==> src/rtl/vga_timing_pkg.sv <==
// Shared constants and types for the parametrised VGA raster timing generator.
// Default segment lengths describe the standard 640x480@60 raster.
package vga_timing_pkg;

  localparam int VGA640_H_ACTIVE = 640;
  localparam int VGA640_H_FP     = 16;
  localparam int VGA640_H_SYNC   = 96;
  localparam int VGA640_H_BP     = 48;
  localparam int VGA640_V_ACTIVE = 480;
  localparam int VGA640_V_FP     = 10;
  localparam int VGA640_V_SYNC   = 2;
  localparam int VGA640_V_BP     = 33;

  // Sync polarity: the level the pin takes while the sync pulse is active
  localparam bit SYNC_ACTIVE_LOW  = 1'b0;
  localparam bit SYNC_ACTIVE_HIGH = 1'b1;

  // Raster attributes of one pixel position, carried down the latency line
  typedef struct packed {
    logic active;
    logic hs;
    logic vs;
  } raster_tag_t;

  // Length of one axis: active + front porch + sync + back porch
  function automatic int seg_total(input int active, input int fp, input int sync, input int bp);
    return active + fp + sync + bp;
  endfunction

  localparam int VGA640_H_TOTAL = seg_total(VGA640_H_ACTIVE, VGA640_H_FP, VGA640_H_SYNC, VGA640_H_BP);
  localparam int VGA640_V_TOTAL = seg_total(VGA640_V_ACTIVE, VGA640_V_FP, VGA640_V_SYNC, VGA640_V_BP);

endpackage

==> src/rtl/vga_axis_counter.sv <==
// One raster axis: counts 0..TOTAL-1 on each step and flags the last position.
module vga_axis_counter
  import vga_timing_pkg::*;
#(
  parameter int TOTAL = VGA640_H_TOTAL,
  parameter int W     = $clog2(TOTAL)
) (
  input  logic         clk,
  input  logic         rst_n,
  input  logic         step_i,
  output logic [W-1:0] count_o,
  output logic         last_o
);

  localparam logic [W-1:0] LAST_POS = W'(TOTAL - 1);

  logic [W-1:0] count_q;
  logic [W-1:0] count_d;

  assign last_o  = (count_q == LAST_POS);
  assign count_o = count_q;

  // Advance on step, wrapping from the last position back to zero
  always_comb begin
    count_d = count_q;
    if (step_i) begin
      count_d = last_o ? '0 : count_q + 1'b1;
    end
  end

  // Position register
  always_ff @(posedge clk or negedge rst_n) begin
    if (!rst_n) begin
      count_q <= '0;
    end else begin
      count_q <= count_d;
    end
  end

endmodule

==> src/rtl/vga_timing_gen_param.sv <==
// Parametrised VGA timing generator: pixel-rate divider, H/V raster, fetch
// request stage and a latency line that keeps sync/blank/rgb aligned with the
// pixel data returned FETCH_LAT ticks after each request.
module vga_timing_gen_param
  import vga_timing_pkg::*;
#(
  parameter int H_ACTIVE  = VGA640_H_ACTIVE,
  parameter int H_FP      = VGA640_H_FP,
  parameter int H_SYNC    = VGA640_H_SYNC,
  parameter int H_BP      = VGA640_H_BP,
  parameter int V_ACTIVE  = VGA640_V_ACTIVE,
  parameter int V_FP      = VGA640_V_FP,
  parameter int V_SYNC    = VGA640_V_SYNC,
  parameter int V_BP      = VGA640_V_BP,
  parameter int PIX_DIV   = 4,
  parameter int RGB_W     = 8,
  parameter int FETCH_LAT = 1,
  parameter bit HS_POL    = SYNC_ACTIVE_LOW,
  parameter bit VS_POL    = SYNC_ACTIVE_LOW,
  localparam int H_TOTAL  = seg_total(H_ACTIVE, H_FP, H_SYNC, H_BP),
  localparam int V_TOTAL  = seg_total(V_ACTIVE, V_FP, V_SYNC, V_BP),
  localparam int HC_W     = $clog2(H_TOTAL),
  localparam int VC_W     = $clog2(V_TOTAL)
) (
  input  logic             clk,
  input  logic             rst_n,
  input  logic             en,
  input  logic [RGB_W-1:0] next_rgb,
  output logic             request,
  output logic [HC_W-1:0]  hcount,
  output logic [VC_W-1:0]  vcount,
  output logic             hsync,
  output logic             vsync,
  output logic             blank,
  output logic [RGB_W-1:0] rgb,
  output logic             frame_start
);

  localparam int DIV_W = (PIX_DIV > 1) ? $clog2(PIX_DIV) : 1;
  localparam logic [DIV_W-1:0] DIV_LAST = DIV_W'(PIX_DIV - 1);

  localparam logic [HC_W-1:0] H_ACT_END = HC_W'(H_ACTIVE);
  localparam logic [HC_W-1:0] HS_BEG    = HC_W'(H_ACTIVE + H_FP);
  localparam logic [HC_W-1:0] HS_END    = HC_W'(H_ACTIVE + H_FP + H_SYNC);
  localparam logic [VC_W-1:0] V_ACT_END = VC_W'(V_ACTIVE);
  localparam logic [VC_W-1:0] VS_BEG    = VC_W'(V_ACTIVE + V_FP);
  localparam logic [VC_W-1:0] VS_END    = VC_W'(V_ACTIVE + V_FP + V_SYNC);

  logic [DIV_W-1:0] div_q, div_d;
  logic             tick;

  logic [HC_W-1:0]  h;
  logic [VC_W-1:0]  v;
  logic             h_last;
  logic             v_last;

  logic             request_q, request_d;
  logic [HC_W-1:0]  hcount_q, hcount_d;
  logic [VC_W-1:0]  vcount_q, vcount_d;
  logic             frame_start_q, frame_start_d;
  logic             at_origin_q, at_origin_d;

  raster_tag_t      fetch_tag;
  raster_tag_t      disp_tag;
  raster_tag_t      dly_q [FETCH_LAT];
  raster_tag_t      dly_d [FETCH_LAT];

  logic [RGB_W-1:0] rgb_q, rgb_d;
  logic             blank_q, blank_d;
  logic             hsync_q, hsync_d;
  logic             vsync_q, vsync_d;

  assign tick = en && (div_q == DIV_LAST);

  vga_axis_counter #(.TOTAL(H_TOTAL), .W(HC_W)) u_hcnt (
    .clk     (clk),
    .rst_n   (rst_n),
    .step_i  (tick),
    .count_o (h),
    .last_o  (h_last)
  );

  vga_axis_counter #(.TOTAL(V_TOTAL), .W(VC_W)) u_vcnt (
    .clk     (clk),
    .rst_n   (rst_n),
    .step_i  (tick && h_last),
    .count_o (v),
    .last_o  (v_last)
  );

  assign fetch_tag.active = (h < H_ACT_END) && (v < V_ACT_END);
  assign fetch_tag.hs     = (h >= HS_BEG) && (h < HS_END);
  assign fetch_tag.vs     = (v >= VS_BEG) && (v < VS_END);
  assign disp_tag         = dly_q[FETCH_LAT-1];

  // Pixel divider: counts only while enabled and restarts on every tick
  always_comb begin
    div_d = div_q;
    if (en) begin
      div_d = tick ? '0 : div_q + 1'b1;
    end
  end

  // Fetch stage: request and coordinates for the position being walked now
  always_comb begin
    request_d     = tick && fetch_tag.active;
    hcount_d      = request_d ? h : hcount_q;
    vcount_d      = request_d ? v : vcount_q;
    frame_start_d = tick && at_origin_q;
    at_origin_d   = tick ? (h_last && v_last) : at_origin_q;
  end

  // Latency line: shifts the raster tag once per tick so display matches data
  always_comb begin
    dly_d = dly_q;
    if (tick) begin
      dly_d[0] = fetch_tag;
      for (int i = 1; i < FETCH_LAT; i++) begin
        dly_d[i] = dly_q[i-1];
      end
    end
  end

  // Display stage: combine the delayed tag with the returned pixel
  always_comb begin
    rgb_d   = rgb_q;
    blank_d = blank_q;
    hsync_d = hsync_q;
    vsync_d = vsync_q;
    if (tick) begin
      rgb_d   = disp_tag.active ? next_rgb : '0;
      blank_d = !disp_tag.active;
      hsync_d = disp_tag.hs ? HS_POL : !HS_POL;
      vsync_d = disp_tag.vs ? VS_POL : !VS_POL;
    end
  end

  // State registers for divider, fetch, latency line and display outputs
  always_ff @(posedge clk or negedge rst_n) begin
    if (!rst_n) begin
      div_q         <= '0;
      request_q     <= 1'b0;
      hcount_q      <= '0;
      vcount_q      <= '0;
      frame_start_q <= 1'b0;
      at_origin_q   <= 1'b1;
      for (int i = 0; i < FETCH_LAT; i++) begin
        dly_q[i] <= '0;
      end
      rgb_q         <= '0;
      blank_q       <= 1'b1;
      hsync_q       <= !HS_POL;
      vsync_q       <= !VS_POL;
    end else begin
      div_q         <= div_d;
      request_q     <= request_d;
      hcount_q      <= hcount_d;
      vcount_q      <= vcount_d;
      frame_start_q <= frame_start_d;
      at_origin_q   <= at_origin_d;
      dly_q         <= dly_d;
      rgb_q         <= rgb_d;
      blank_q       <= blank_d;
      hsync_q       <= hsync_d;
      vsync_q       <= vsync_d;
    end
  end

  assign request     = request_q;
  assign hcount      = hcount_q;
  assign vcount      = vcount_q;
  assign frame_start = frame_start_q;
  assign rgb         = rgb_q;
  assign blank       = blank_q;
  assign hsync       = hsync_q;
  assign vsync       = vsync_q;

endmodule

==> config.mk <==
export PLATFORM = sky130hd
export DESIGN_NAME = vga_timing_gen_param
export DESIGN_NICKNAME = d
export VERILOG_FILES = /design/src/rtl/vga_timing_pkg.sv /design/src/rtl/vga_axis_counter.sv /design/src/rtl/vga_timing_gen_param.sv
export SDC_FILE = /design/constraint.sdc
export NUM_CORES = 1
export LEC_CHECK = 0
export BUFFER_PORTS_ARGS = -buffer_cell sky130_fd_sc_hd__buf_2
export CORE_ASPECT_RATIO = 1.25
export CORE_MARGIN = 3
export CORE_UTILIZATION = 35
export CTS_CLUSTER_DIAMETER = 60
export DETAILED_ROUTE_END_ITERATION = 7
export GPL_TIMING_DRIVEN = 0
export PLACE_DENSITY = 0.57
export SYNTH_ARGS = -nofsm -noshare
export SYNTH_HDL_FRONTEND = slang
export SYNTH_SLANG_ARGS = --single-unit
==> constraint.sdc <==
create_clock -name clk -period 2.45 [get_ports clk]
set_input_delay 0.49 -clock clk [delete_from_list [all_inputs] [get_ports clk]]
set_output_delay 0.49 -clock clk [all_outputs]
set_load 0.02 [all_outputs]
# [After elaboration in Yosys (flattened, before gate mapping)]
# Index checks and enable logic that the tools add are counted.
[classes] magnitude_cmp=6 add_sub_neg=3 n_eq_ne=3 multipliers=0 n_div=0 shift=0 n_reduce_logical=9 n_mux=6 bitwise_logic=0
[op_table] cell="$add A10 B1 Y10 const B" count=2
[op_table] cell="$eq A10 B10 Y1 const B" count=2
[op_table] cell="$lt A10 B10 Y1 const B" count=2
[op_table] cell="$lt A10 B9 Y1 const B" count=2
[op_table] cell="$mux W10" count=2
[op_table] cell="$ge A10 B10 Y1 const B" count=1
[op_table] cell="$ge A10 B9 Y1 const B" count=1
[op_table] cell="$logic_and A1 B1 Y1" count=8
[op_table] cell="$mux W8" count=1
[op_table] cell="$add A2 B1 Y2 const B" count=1
[op_table] cell="$eq A2 B2 Y1 const B" count=1
[op_table] cell="$mux W1" count=2
[op_table] cell="$mux W2" count=1
[op_table] cell="$logic_not A1 Y1" count=1
[word_totals] memories=0 out_inout_bits=33 inputBits=11 latchBits=0 romBits=0 reg_bits=59 mem_bits_rw=0

# [Longest topological paths before layout]
[depth] word_depth=3 mapped_depth=6 ltp_nobuf=6

# [By module]
# From an unflattened synthesis, not the netlist that was laid out.
[unflattened] hier_cells=227 hier_area_um2=2645.0
[modules_own_cells] module="vga_timing_gen_param" n_inst=1 cells_each=125 seq_area_each_um2=980.9 area_per_inst_um2=1596.5
[modules_own_cells] module="vga_axis_counter (u_vcnt)" n_inst=1 cells_each=52 seq_area_each_um2=250.2 area_per_inst_um2=536.8
[modules_own_cells] module="vga_axis_counter (u_hcnt)" n_inst=1 cells_each=50 seq_area_each_um2=250.2 area_per_inst_um2=511.7

# [Worst setup path after synthesis]
# Ideal clock, no wire load.
[synth_timing] kind="input-to-reg" startpoint="in en" endpoint="reg u_vcnt.count_q[9], in the netlist u_vcnt.count_o[9]" arrival_ps=1777 slack_ps=540 required_ps=2318 path_stages=5 cell_sequence="buf_2 > nand2_1 > or4_2 > nor2_1 > nor3_1"
[synth_via] elab_chain_cells=2
[synth_lines] element="from (decl)" line_no="vga_timing_gen_param.sv:27" text="input logic en,"
[synth_lines] element="$logic_and A1 B1 Y1" line_no="vga_timing_gen_param.sv:73" text="assign tick = en && (div_q == DIV_LAST);"
[synth_lines] element="$logic_and A1 B1 Y1" line_no="vga_timing_gen_param.sv:86" text=".step_i (tick && h_last),"
[synth_lines] element="to (signal assigned)" line_no="vga_axis_counter.sv:36" text="count_q <= count_d;"
[synth_lines] element="to (decl)" line_no="vga_axis_counter.sv:17" text="logic [W-1:0] count_q;"
# No other way between the ends.
# A chain may end at the register's enable or synchronous reset.

# [Worst setup path in the final report]
[layout_timing] startpoint="reg div_q[0]" endpoint="reg u_vcnt.count_q[9], in the netlist u_vcnt.count_o[9]"
[layout_via] elab_chain_cells=3
[layout_lines] element="from (decl)" line_no="vga_timing_gen_param.sv:49" text="logic [DIV_W-1:0] div_q, div_d;"
[layout_lines] element="from (signal assigned)" line_no="vga_timing_gen_param.sv:155" text="div_q <= div_d;"
[layout_lines] element="$eq A2 B2 Y1" line_no="vga_timing_gen_param.sv:73"
[layout_lines] element="$logic_and A1 B1 Y1" line_no="vga_timing_gen_param.sv:73"
[layout_lines] element="$logic_and A1 B1 Y1" line_no="vga_timing_gen_param.sv:86"
# No other way between the ends.

==> flow_summary_export.csv <==
group,metric,value,unit
run_status,status,"finished, final reports clean",
worst_setup_path,arrival,2.36,ns
placement,gp_congestion,0.768,
floorplanning,die_x,82.3,µm
synthesis,ys_ff_latch,59,
cts,clock_latency,0.34,ns
cts,cts_buffers,9,
global_route,grt_pass1_wl,8270,µm
sta,finalSetupViolations,0,
power_and_ir_drop,cellLeakagePower,1.54,nW
worst_setup_path,reg2reg_depth,5,
placement,post_dp_cell_area,2870,µm²
synthesis,yosys_warnings,0,
worst_setup_path,crit_fanout,8,
worst_setup_path,crit_buf_inv,0,
worst_setup_path,r2r_end,"u_vcnt.count_o[9]$_DFFE_PN0P_",
power_and_ir_drop,ir_drop,317,µV
worst_setup_path,path_delay_family,"simple AND/OR/NAND/NOR gates",
floorplanning,io_pins,44,
floorplanning,rows,34,
cts,cts_root_buf,"clkbuf_8",
global_route,grt_busiest_layer,"met2",
sta,rsz0062_at_grt,"no",
routing,drt-initial-drc-count,72,
worst_setup_path,startpoint_type,"flop",
sta,maxSlewHeadroom,0.387,
cts,clock_sinks,59,
cts,holdBufCountCts,0,
global_route,grt_usage,0.132,
cts,cts_max_level,3,
sta,worstMarginPinSlew,0.911,ns
global_route,met1_usage,0.174,
layout,diodes,0,
layout,postLayoutCellArea,3070,µm²
placement,post-dp-hpwl,3460,µm
worst_setup_path,worstPathRequired,2.65,ns
sta,fin_crit_sh,0.878,
worst_setup_path,cpMaxStageDelayCell,"or4_2",
cts,cts_tree,"yes",
floorplanning,die_h,101,µm
synthesis,ys_seq_area_frac,0.582,
sta,slew_viol_final,0,
cts,cts_setup_buffers,0,
sta,fin_setup_tns,0,ns
global_route,gr-usage-met2,0.197,
placement,io_buffers,42,
synthesis,synth_area_per_cell,11.4,µm²
global_route,antenna_found_initial,0,
synthesis,syn_area,2550,µm²
worst_setup_path,path_cells,"ha_1, nand2_1, or4_2, nor2_1, nor3_1",
routing,wl_per_cell,13.3,µm
layout,final_nets,292,
power_and_ir_drop,power.density,912,nW/µm²
cts,cts_resized,0,
sta,fmax,465,MHz
worst_setup_path,critPathCaptureType,"flop",
worst_setup_path,setup.worst_path.start,"div_q[0]$_DFFE_PN0P_",
routing,wl,4920,µm
worst_setup_path,max_stage_delay,0.73,ns
worst_setup_path,worstSetupPathType,"reg2reg",
floorplanning,core,7020,µm²
hold_path,min_path_type,"in2async",
job,drv_cap,0,
synthesis,synth_edf_count,0,
synthesis,ys.flop_type,"dfrtp_1",
global_route,grt_remaining_overflow,0,
synthesis,netlist_instances,223,
synthesis,ys_types,41,
global_route,grt_max_degree,60,
routing,first_pass_iters,4,
global_route,first_global_vias,1711,
routing,vias_per_cell,4.86,
layout,synthToLayoutAreaGrowth,20.4,%
worst_setup_path,worstReg2RegStart,"div_q[0]$_DFFE_PN0P_",
sta,min_period,2.15,ns
sta,fin_skew,0.00687,ns
floorplanning,initial_core_util,0.363,
layout,drive_gt1_frac,0.320,
power_and_ir_drop,p_total,0.00280,W
global_route,use_met3,0.0409,
synthesis,async_flop_share,1.00,
routing,vias,1804,
routing,antenna_left,0,
sta,finalHoldViolCount,0,
routing,drc_errors,0,
worst_setup_path,rrSetupSlack,0.30,ns
synthesis,synth.net_count,239,
floorplanning,die_area,8340,µm²
cts,clk_path_buf_depth,2,
cts,clk_pin_slew_worst_paths,0.07,ns
-- metal layers --
metal  wire [µm]  share of wire  vias to the layer above
li1            -              -                      886
met1        2220           0.45                      874
met2        2360           0.48                       34
met3         230          0.047                       10
met4         110          0.022                        0
met5           0              0                        -
-- where the power goes --
part,switching [W],internal (W)
Clock,0.000370,0.000492
Combinational,0.000413,0.000235
Sequential,0.000119,0.00117
Total,0.000903,0.00189
-- cell families (layout without fill, tap and decap cells) --
kind of cell,Yosys count,after routing,share of synthesized area
simple gates,90,90,0.187
compound gates,20,20,0.0472
flops,59,59,0.582
buf+inv,17,75,0.0295
mux,21,21,0.0919
fa+ha+maj,5,5,0.0246
xor+xnor,11,11,0.0378
-- area by class of cell --
| cell class | instances | area [µm²] |
|---|---|---|
| Inverter | 7 | 26.3 |
| Clock inverter | 5 | 52.6 |
| Tap cell | 90 | 113 |
| Timing Repair Buffer | 42 | 213 |
| Sequential cell | 59 | 1480 |
| Clock buffer | 11 | 141 |
| Multi-Input combinational cell | 147 | 990 |
| Buffer | 10 | 48.8 |
| Fill cell | 713 | 3950 |
-- per-stage QoR --
stage,utilization,setup WS (ns),hold slack [ns],instances
2_1_floorplan,-,0.540,0.194,223
3_3_place_gp,0.409,0.299,0.411,355
3_5_place_dp,0.409,0.312,0.420,355
4_1_cts,0.436,0.299,0.360,371
5_1_grt,0.437,0.156,0.262,371
6_report,0.437,0.298,0.196,371
-- flip-flops by register name, summed over array words and instances (netlist names), 2 cells and up --
signal and flops:
u_vcnt.count_o 10, div_q 2, hcount 10, rgb 8, u_hcnt.count_o 10, vcount 10, disp_tag 3
-- layout by cell type, fill, tap and decap left out, drive strengths merged, types with 5 or more instances in the layout --
master,n
clkbuf,17
nand2,34
nand3,17
o21ai,10
mux2,19
ha,5
xnor2,7
buf,46
nor2,7
dfrtp,55
inv,7
nand4,6
-- Yosys cell counts (all sizes together), types with 2 or more instances --
cell type   n  area share
a21oi       4      0.0079
nor4        4      0.0098
xnor2       7       0.024
and3        4       0.010
mux2i       2      0.0079
o21ai      10       0.020
ha          5       0.025
dfstp       4       0.041
buf         4      0.0098
nand4       6       0.015
or3         2      0.0074
mux2       19       0.084
nand3      17       0.035
and4        4       0.014
xor2        4       0.014
inv         7       0.010
nand2      34       0.050
clkbuf      6      0.0093
and2        2      0.0049
nor3        3      0.0059
dfrtp      55        0.54
nor2        7       0.010
or4         2      0.0064
-- worst max path at each step --
stage / to / slack (ns) / depth (start not counted)
2_1_floorplan: u_vcnt.count_o[9]$_DFFE_PN0P_ / 0.54 / 5
3_3_place_gp: u_vcnt.count_o[9]$_DFFE_PN0P_ / 0.30 / 5
3_5_place_dp: u_vcnt.count_o[9]$_DFFE_PN0P_ / 0.31 / 5
4_1_cts: u_vcnt.count_o[9]$_DFFE_PN0P_ / 0.30 / 5
5_1_grt: u_vcnt.count_o[9]$_DFFE_PN0P_ / 0.16 / 5
6_report: u_vcnt.count_o[9]$_DFFE_PN0P_ / 0.30 / 5
(Power assumes the default switching activity.)
